==> config.mk <==
export PLATFORM = sky130hd
export DESIGN_NAME = ternary_neuron_scheduler
export DESIGN_NICKNAME = d
export VERILOG_FILES = /design/src/rtl/ternary_neuron_scheduler.sv
export SDC_FILE = /design/constraint.sdc
export NUM_CORES = 1
export LEC_CHECK = 0
export ABC_AREA = 1
export BUFFER_PORTS_ARGS = -buffer_cell sky130_fd_sc_hd__buf_2
export CORE_MARGIN = 2
export CORE_UTILIZATION = 45
export CTS_CLUSTER_DIAMETER = 200
export DETAILED_ROUTE_END_ITERATION = 6
export GPL_TIMING_DRIVEN = 0
export HOLD_SLACK_MARGIN = 0.08
export PLACE_DENSITY = 0.65
export SLEW_MARGIN = 20
export SYNTH_ARGS = -nofsm -noshare
export SYNTH_HDL_FRONTEND = slang
export SYNTH_SLANG_ARGS = --single-unit
export TNS_END_PERCENT = 1
==> constraint.sdc <==
create_clock -name clk -period 14.2 [get_ports clk]
set_input_delay 1.42 -clock clk [delete_from_list [all_inputs] [get_ports clk]]
set_output_delay 1.42 -clock clk [all_outputs]
set_load 0.01 [all_outputs]
==> src/rtl/ternary_neuron_scheduler.sv <==
// ternary_neuron_scheduler: one neuron's ternary weights, a binary input vector
// accepted over valid/ready, evaluated LANES synapses per beat, and a signed
// sum plus a thresholded fire bit returned over valid/ready.
module ternary_neuron_scheduler #(
  parameter int N_SYN = 16,
  parameter int LANES = 4,
  parameter int ACC_W = 6
) (
  input  logic                     clk,
  input  logic                     rst,
  input  logic                     w_wr_en,
  input  logic [$clog2(N_SYN)-1:0] w_addr,
  input  logic [1:0]               w_data,
  output logic                     w_ready,
  input  logic                     x_valid,
  output logic                     x_ready,
  input  logic [N_SYN-1:0]         x_data,
  input  logic [ACC_W-1:0]         threshold,
  output logic                     y_valid,
  input  logic                     y_ready,
  output logic [ACC_W-1:0]         y_sum,
  output logic                     y_fire,
  output logic                     busy
);

  localparam int ADDR_W = $clog2(N_SYN);
  localparam int BEATS  = N_SYN / LANES;
  localparam int BEAT_W = (BEATS > 1) ? $clog2(BEATS) : 1;
  localparam logic [BEAT_W-1:0]        LAST_BEAT = BEAT_W'(BEATS - 1);
  localparam logic signed [ACC_W-1:0] ONE       = ACC_W'(1);

  typedef enum logic [1:0] {
    IDLE = 2'd0,
    RUN  = 2'd1,
    DONE = 2'd2
  } state_t;

  state_t state, state_n;

  // Weights held as two flag planes: zero flag and sign flag per synapse.
  logic [N_SYN-1:0]         w_zero;
  logic [N_SYN-1:0]         w_sign;
  logic [N_SYN-1:0]         x_cap;
  logic signed [ACC_W-1:0]  thr_cap;
  logic signed [ACC_W-1:0]  acc;
  logic [BEAT_W-1:0]        beat;

  logic                     accept;
  logic                     step;
  logic                     last_beat;
  logic [ADDR_W-1:0]        base;
  logic [ADDR_W-1:0]        idx;
  logic signed [ACC_W-1:0]  beat_sum;
  logic signed [ACC_W-1:0]  acc_next;
  logic                     fire_next;

  // State register.
  always_ff @(posedge clk) begin
    // NOTE: sequential state uses non-blocking (<=) so every register samples
    // pre-edge values; blocking here would create order-dependent races.
    if (rst) state <= IDLE;
    else     state <= state_n;
  end

  // Next-state decode and handshake outputs.
  always_comb begin
    // NOTE: every output of this block gets a default first; a path that
    // skipped an assignment would infer a latch.
    state_n   = state;
    x_ready   = 1'b0;
    w_ready   = 1'b0;
    y_valid   = 1'b0;
    busy      = 1'b0;
    accept    = 1'b0;
    step      = 1'b0;
    last_beat = 1'b0;
    case (state)
      IDLE: begin
        x_ready = ~rst;
        w_ready = ~rst;
        if (x_valid && !rst) begin
          accept  = 1'b1;
          state_n = RUN;
        end
      end
      RUN: begin
        busy = 1'b1;
        step = 1'b1;
        if (beat == LAST_BEAT) begin
          last_beat = 1'b1;
          state_n   = DONE;
        end
      end
      DONE: begin
        busy    = 1'b1;
        y_valid = ~rst;
        if (y_ready) state_n = IDLE;
      end
      default: state_n = IDLE;
    endcase
  end

  // Sum of the ternary products for the synapses of the current beat.
  always_comb begin
    beat_sum = '0;
    idx      = '0;
    base     = ADDR_W'(int'(beat) * LANES);
    for (int l = 0; l < LANES; l++) begin
      idx = base + ADDR_W'(l);
      if (x_cap[idx] && !w_zero[idx]) begin
        if (w_sign[idx]) beat_sum = beat_sum - ONE;
        else             beat_sum = beat_sum + ONE;
      end
    end
    acc_next  = acc + beat_sum;
    fire_next = acc_next > thr_cap;
  end

  // Weight storage, vector capture, accumulation and result registers.
  always_ff @(posedge clk) begin
    if (rst) begin
      // NOTE: the weight file is reset on purpose: a cleared neuron must read
      // as all-zero weights, so this storage cannot be left uninitialised.
      w_zero  <= '1;
      w_sign  <= '0;
      x_cap   <= '0;
      thr_cap <= '0;
      acc     <= '0;
      beat    <= '0;
      y_sum   <= '0;
      y_fire  <= 1'b0;
    end else begin
      // A write in the accept cycle lands before the first beat reads it.
      if (w_ready && w_wr_en) begin
        w_zero[w_addr] <= w_data[0];
        w_sign[w_addr] <= w_data[1];
      end
      if (accept) begin
        x_cap   <= x_data;
        thr_cap <= threshold;
        acc     <= '0;
        beat    <= '0;
      end else if (step) begin
        acc  <= acc_next;
        beat <= last_beat ? '0 : beat + BEAT_W'(1);
        if (last_beat) begin
          y_sum  <= acc_next;
          y_fire <= fire_next;
        end
      end
    end
  end

endmodule

==> results.txt, run 1 <==
Synth Flop Type = dfxtp_1
hold slack = 0.461 ns
share of layout cells above drive strength 1 = 16.0%
die width = 98.8 um
Slew headroom = 54.6%
post_cts resized = 0
Post-route DRC = 0
#FFs+latches synth = 71
Routed WL per cell = 13.9 um
reg2reg setup slack = 8.15 ns
max-slew violations = 0
Seq/Total Area, Yosys = 35.1%
Crit-path slowest cell = fa_1
Worst Setup SP = beat[0]
Setup Skew = 0.00535 ns
CTS tree = yes
clock latency on the worst-skew pair = 0.34 ns
Placement Setup Slack = 8.10 ns
RSZ-0062 raised after global routing = no
final net count = 653
die area = 0.00976 mm2
Setup crit start kind = flop
Final min period = 6.05 ns
Pwr per Cell Area = 133 mW/mm2
commonest non-fill, non-tap cell in the layout = inv_1
Synth top area share = 35.1%
CTS clock-pin slew for the worst setup and hold paths = 0.07 ns
Crit path required time = 14.42 ns
final wirelength = 9730 um
Top cell by count, worst path = nand2_1
Longest Clk Path Bufs = 2
min-delay src = w_sign[11]
r2r startpoint = beat[0]
critical path capture point type = flop
total gr overflow = 0
Ports = 44
post-cts hold buffer count = 0
drt first-iter violations = 216
Cells after Synth = 536
CP arrival = 6.27 ns
row count = 34
syn_area_per_cell = 7.54 um2
critical-path maximum fanout = 10
starting density of the core = 46.4%
post-synthesis cell area = 0.00404 mm2
Via Count = 3646
PnR Total Power = 605 uW
Critical Path Max Stage Delay = 0.41 ns
# H-tree levels = 3
initial antenna violation count = 0
Min-Delay Path Class = flop to flop
outcome = complete, no violations
Overall Global Routing Usage = 21.4%
critical path type = flop to flop
# fillers = 866
vias per std cell = 5.20
ys async rst share = 0%
final setup vio count = 0
Worst Path Buf+Inv = 4
commonest cells after routing, fill and taps aside = inv_1 (84), dfxtp_1 (71), nand2_1 (65), nor2_1 (63), o21ai_0 (52)
GP Congestion = 0.808
Pleak = 0.00211 uW
first-pass GRT wire length = 16700 um
Setup TNS = 0 ns
delay-heaviest family, CP = adder cells
hpwl dp = 7540 um
total CTS buffers = 9
Area growth syn-to-layout = 12.7%
maximum clock frequency = 165 MHz
max cap viols = 0
Synth area leader = dfxtp_1
die height = 98.8 um
number of port buffers = 43
Max IR drop VDD = 0.0000728 V
Initial DRT Pass Iterations = 5
post-route ant nets = 0
Tightest Pin Transition = 0.681 ns
largest net degree at the start of global routing = 12
Sink Count = 71
period utilisation layout = 42.6%
setup ws final = 8.15 ns
Netlist cell types = 39
largest cells by area after synthesis = dfxtp_1 (35%), inv_1 (7.8%), ha_1 (7.1%)
setup bufs post-CTS = 0
vias in the first global route = 3471
clk root buf = clkbuf_8
Ys Warns = 0
Final Hold Viols = 0
Synthesized Nets = 599
number of synthesized flops with an enable pin = 0
CORE AREA = 0.00872 mm2
Antenna Diode Count = 0
-- cells in the mapped netlist, types with 3 or more instances --
cell type	instances
xor2_1	6
ha_1	23
o21ai_0	52
inv_1	84
buf_6	4
nand3_1	32
inv_2	4
dfxtp_1	71
nand3_2	8
fa_1	7
xnor2_1	3
nor2_1	63
a211oi_1	3
o211ai_1	18
a32o_1	10
nand2_1	65
nor3_1	8
nand2_2	7
a21oi_1	23
clkbuf_1	14
or2_2	5
-- report_power, final --
part	internal, uW	switching [uW]
logic	85.0	146
clock network	70.9	69.8
registers	222	12.0
total	378	227
-- state kept, by name, indices dropped and copies added (netlist names) --
signal and count:
state 2, y_sum 6, y_fire 1, acc 6, w_sign 16, beat 2
w_zero 16, x_cap 16, thr_cap 6
-- per-layer routing --
layer | up-vias | part of all wire (%) | track usage [%]
li1 | 1875 | - | -
met2 | 76 | 47 | 35.7
met5 | - | 0 | 0
met4 | 0 | 1.7 | 6.53
met3 | 9 | 4.6 | 4.18
met1 | 1686 | 47 | 28.2
-- cell families (layout without fill, tap and decap cells) --
group	Yosys count	in the layout	synth area share (%)
adder cells (fa/ha/maj)	30	30	10.6
flip-flops	71	71	35.1
buffers and inverters	109	166	11.0
AO/OA/AOI/OAI	122	122	19.3
AND/OR/NAND/NOR	195	195	22.0
XOR/XNOR	9	9	1.95
-- worst reg2reg max path: cells and delay by family (launching register included) --
kind	cells	cell delay (ns)
and+or+nand+nor	12	1.24
buffers and inverters	4	0.51
DFF	1	0.34
adders and majority gates	6	2.01
xor gates and xnor gates	2	0.32
AOI/OAI and AO/OA	10	1.51
-- final timing paths --
check,end,cells after the start
max,y_fire,34
min,w_sign[11],2
max reg2reg,y_fire,34
min reg2reg,w_sign[11],2
-- layout make-up --
type	count	area, um2	area share (%)
tap	108	135	2.96
sequential	71	1420	31.2
multi-input combinational	356	2180	47.8
clock buffer	13	159	3.49
timing repair buffer	43	215	4.72
inverter	90	340	7.47
clock inverter	1	5.00	0.110
buffer	19	105	2.31
-- metrics by stage --
stage / area, um2 / cells / utilization [%]
3_3_place_gp: 4390 / 687 / 50.4
4_1_cts: 4560 / 701 / 52.3
3_5_place_dp: 4390 / 687 / 50.4
2_1_floorplan: 4040 / 536 / -
6_report: 4560 / 701 / 52.3
5_1_grt: 4560 / 701 / 52.3
Note: power is estimated with default switching activity, not from simulation.
==> run 2, diff against run 1 <==
clock period = 5.9 ns   (was 14.2 ns; I/O delays follow)
==> results.txt, run 2 (synthesis results as in run 1) <==
outcome = complete, no violations (unchanged)
Initial DRT Pass Iterations = 5 (unchanged)
initial antenna violation count = 0 (unchanged)
total CTS buffers = 9 (unchanged)
row count = 34 (unchanged)
starting density of the core = 46.4% (unchanged)
first-pass GRT wire length = 16800 um (was 16700 um)
Routed WL per cell = 14.2 um (was 13.9 um)
Ports = 44 (unchanged)
Inst Count DP = 687 (unchanged)
post-route design area = 0.00489 mm2 (was 0.00456 mm2)
vias per std cell = 5.22 (was 5.20)
die area = 0.00976 mm2 (unchanged)
final net count = 674 (was 653)
commonest non-fill, non-tap cell in the layout = inv_1 (unchanged)
Worst Path Buf+Inv = 6 (was 4)
Final min period = 5.67 ns (was 6.05 ns)
max-slew violations = 0 (unchanged)
critical path capture point type = flop (unchanged)
Setup Skew = 0.00598 ns (was 0.00535 ns)
Setup crit start kind = flop (unchanged)
CTS tree = yes (unchanged)
vias in the first global route = 3473 (was 3471)
CP arrival = 5.90 ns (was 6.27 ns)
CORE AREA = 0.00872 mm2 (unchanged)
Area growth syn-to-layout = 21.0% (was 12.7%)
hpwl dp = 7540 um (unchanged)
post-cts hold buffer count = 0 (unchanged)
number of port buffers = 43 (unchanged)
Pleak = 0.00226 uW (was 0.00211 uW)
commonest cells after routing, fill and taps aside = inv_1 (81), dfxtp_1 (69), nand2_1 (64), nor2_1 (63), o21ai_0 (50) (was inv_1 (84), dfxtp_1 (71), nand2_1 (65), nor2_1 (63), o21ai_0 (52))
total gr overflow = 0 (unchanged)
die width = 98.8 um (unchanged)
Overall Global Routing Usage = 21.5% (was 21.4%)
Crit-path slowest cell = fa_1 (unchanged)
Final Hold Viols = 0 (unchanged)
Tightest Pin Transition = 0.710 ns (was 0.681 ns)
Finished Layout Cells = 722 (was 701)
Slew headroom = 52.6% (was 54.6%)
critical-path maximum fanout = 5 (was 10)
Max IR drop VDD = 0.000182 V (was 0.0000728 V)
Via Count = 3772 (was 3646)
Post-route DRC = 0 (unchanged)
met1 WL = 4650 um (was 4540 um)
post-route ant nets = 0 (unchanged)
Min-Delay Path Class = flop to flop (unchanged)
final wirelength = 10200 um (was 9730 um)
Crit path required time = 6.13 ns (was 14.42 ns)
critical path type = flop to flop (unchanged)
Critical Path Max Stage Delay = 0.61 ns (was 0.41 ns)
maximum clock frequency = 177 MHz (was 165 MHz)
max cap viols = 0 (unchanged)
biggest regs = w_sign (16), w_zero (16), x_cap (16) (unchanged)
period utilisation layout = 96.0% (was 42.6%)
Highest Signal Layer = met4 (unchanged)
Longest Clk Path Bufs = 2 (unchanged)
# H-tree levels = 3 (unchanged)
DR WL met3 = 498 um (was 445 um)
GP Congestion = 0.808 (unchanged)
delay-heaviest family, CP = adder cells (unchanged)
drt first-iter violations = 205 (was 216)
Post-DP Area = 0.00439 mm2 (unchanged)
met2 routed WL = 4900 um (was 4580 um)
Sink Count = 71 (unchanged)
CTS clock-pin slew for the worst setup and hold paths = 0.07 ns (about the same)
share of layout cells above drive strength 1 = 22.5% (was 16.0%)
clk root buf = clkbuf_8 (unchanged)
final setup vio count = 0 (unchanged)
Pwr per Cell Area = 323 mW/mm2 (was 133 mW/mm2)
clock latency on the worst-skew pair = 0.35 ns (was 0.34 ns)
die height = 98.8 um (unchanged)
largest net degree at the start of global routing = 12 (unchanged)
Top cell by count, worst path = nand2_1 (unchanged)
Antenna Diode Count = 0 (unchanged)
-- run 2: area by class of cell --
class	instances	area (um2)
flip-flops and latches	71	1430
plain buffers	19	120
repair buffers	64	394
well taps	108	135
multi-input cells	356	2300
clock buffers	13	159
inverters	90	350
fillers	829	3830
clock inverters	1	5.00
-- run 2: stage by stage --
stage               utilization, %  hold WS [ns]  setup slack, ns  total power (uW)  setup TNS, ns
floorplan                        -         0.430            0.594               982              0
global placement              50.4         0.444          -0.0369              1110        -0.0369
detailed placement            50.4         0.446           -0.198              1130         -0.198
CTS                           52.6         0.457           0.0379              1480              0
global route                  56.1         0.480          -0.0516              1700        -0.0516
finish                        56.1         0.459            0.234              1580              0
-- run 2: worst paths after layout --
kind | startpoint | to | slack (ns) | cells after the start
max | beat[0] | y_fire | 0.23 | 35
min | w_sign[11] | w_sign[11] | 0.46 | 2
min reg2reg | w_sign[11] | w_sign[11] | 0.46 | 2
max reg2reg | beat[0] | y_fire | 0.23 | 35
-- run 2: what timing repair did --
action,in CTS,in global routing
setup endpoints to repair,1,1
resized for setup,7,33
pin swaps,3,25
buffers inserted,1,19
gates cloned,0,1
-- run 2: worst reg2reg max path: cells and delay by family (launching register included) --
family	cells	cell delay, ns
adder cells (fa/ha/maj)	6	2.33
AO/OA/AOI/OAI	9	1.06
flip-flops	1	0.37
buffers and inverters	6	0.53
AND/OR/NAND/NOR	12	0.95
XOR/XNOR	2	0.32
-- run 2: power breakdown --
| part | switching [uW] | leakage [uW] | internal (uW) | total [uW] |
|---|---|---|---|---|
| Combinational | 393 | 0.00160 | 279 | 672 |
| Sequential | 33.0 | 0.000579 | 535 | 568 |
| Clock | 170 | 0.0000854 | 171 | 341 |
| Total | 596 | 0.00226 | 985 | 1580 |
-- run 2: layer usage --
metal | track usage, % | up-vias
li1 | - | 1919
met1 | 28.4 | 1755
met2 | 35.9 | 85
met3 | 4.04 | 13
met4 | 6.53 | 0
met5 | 0 | -
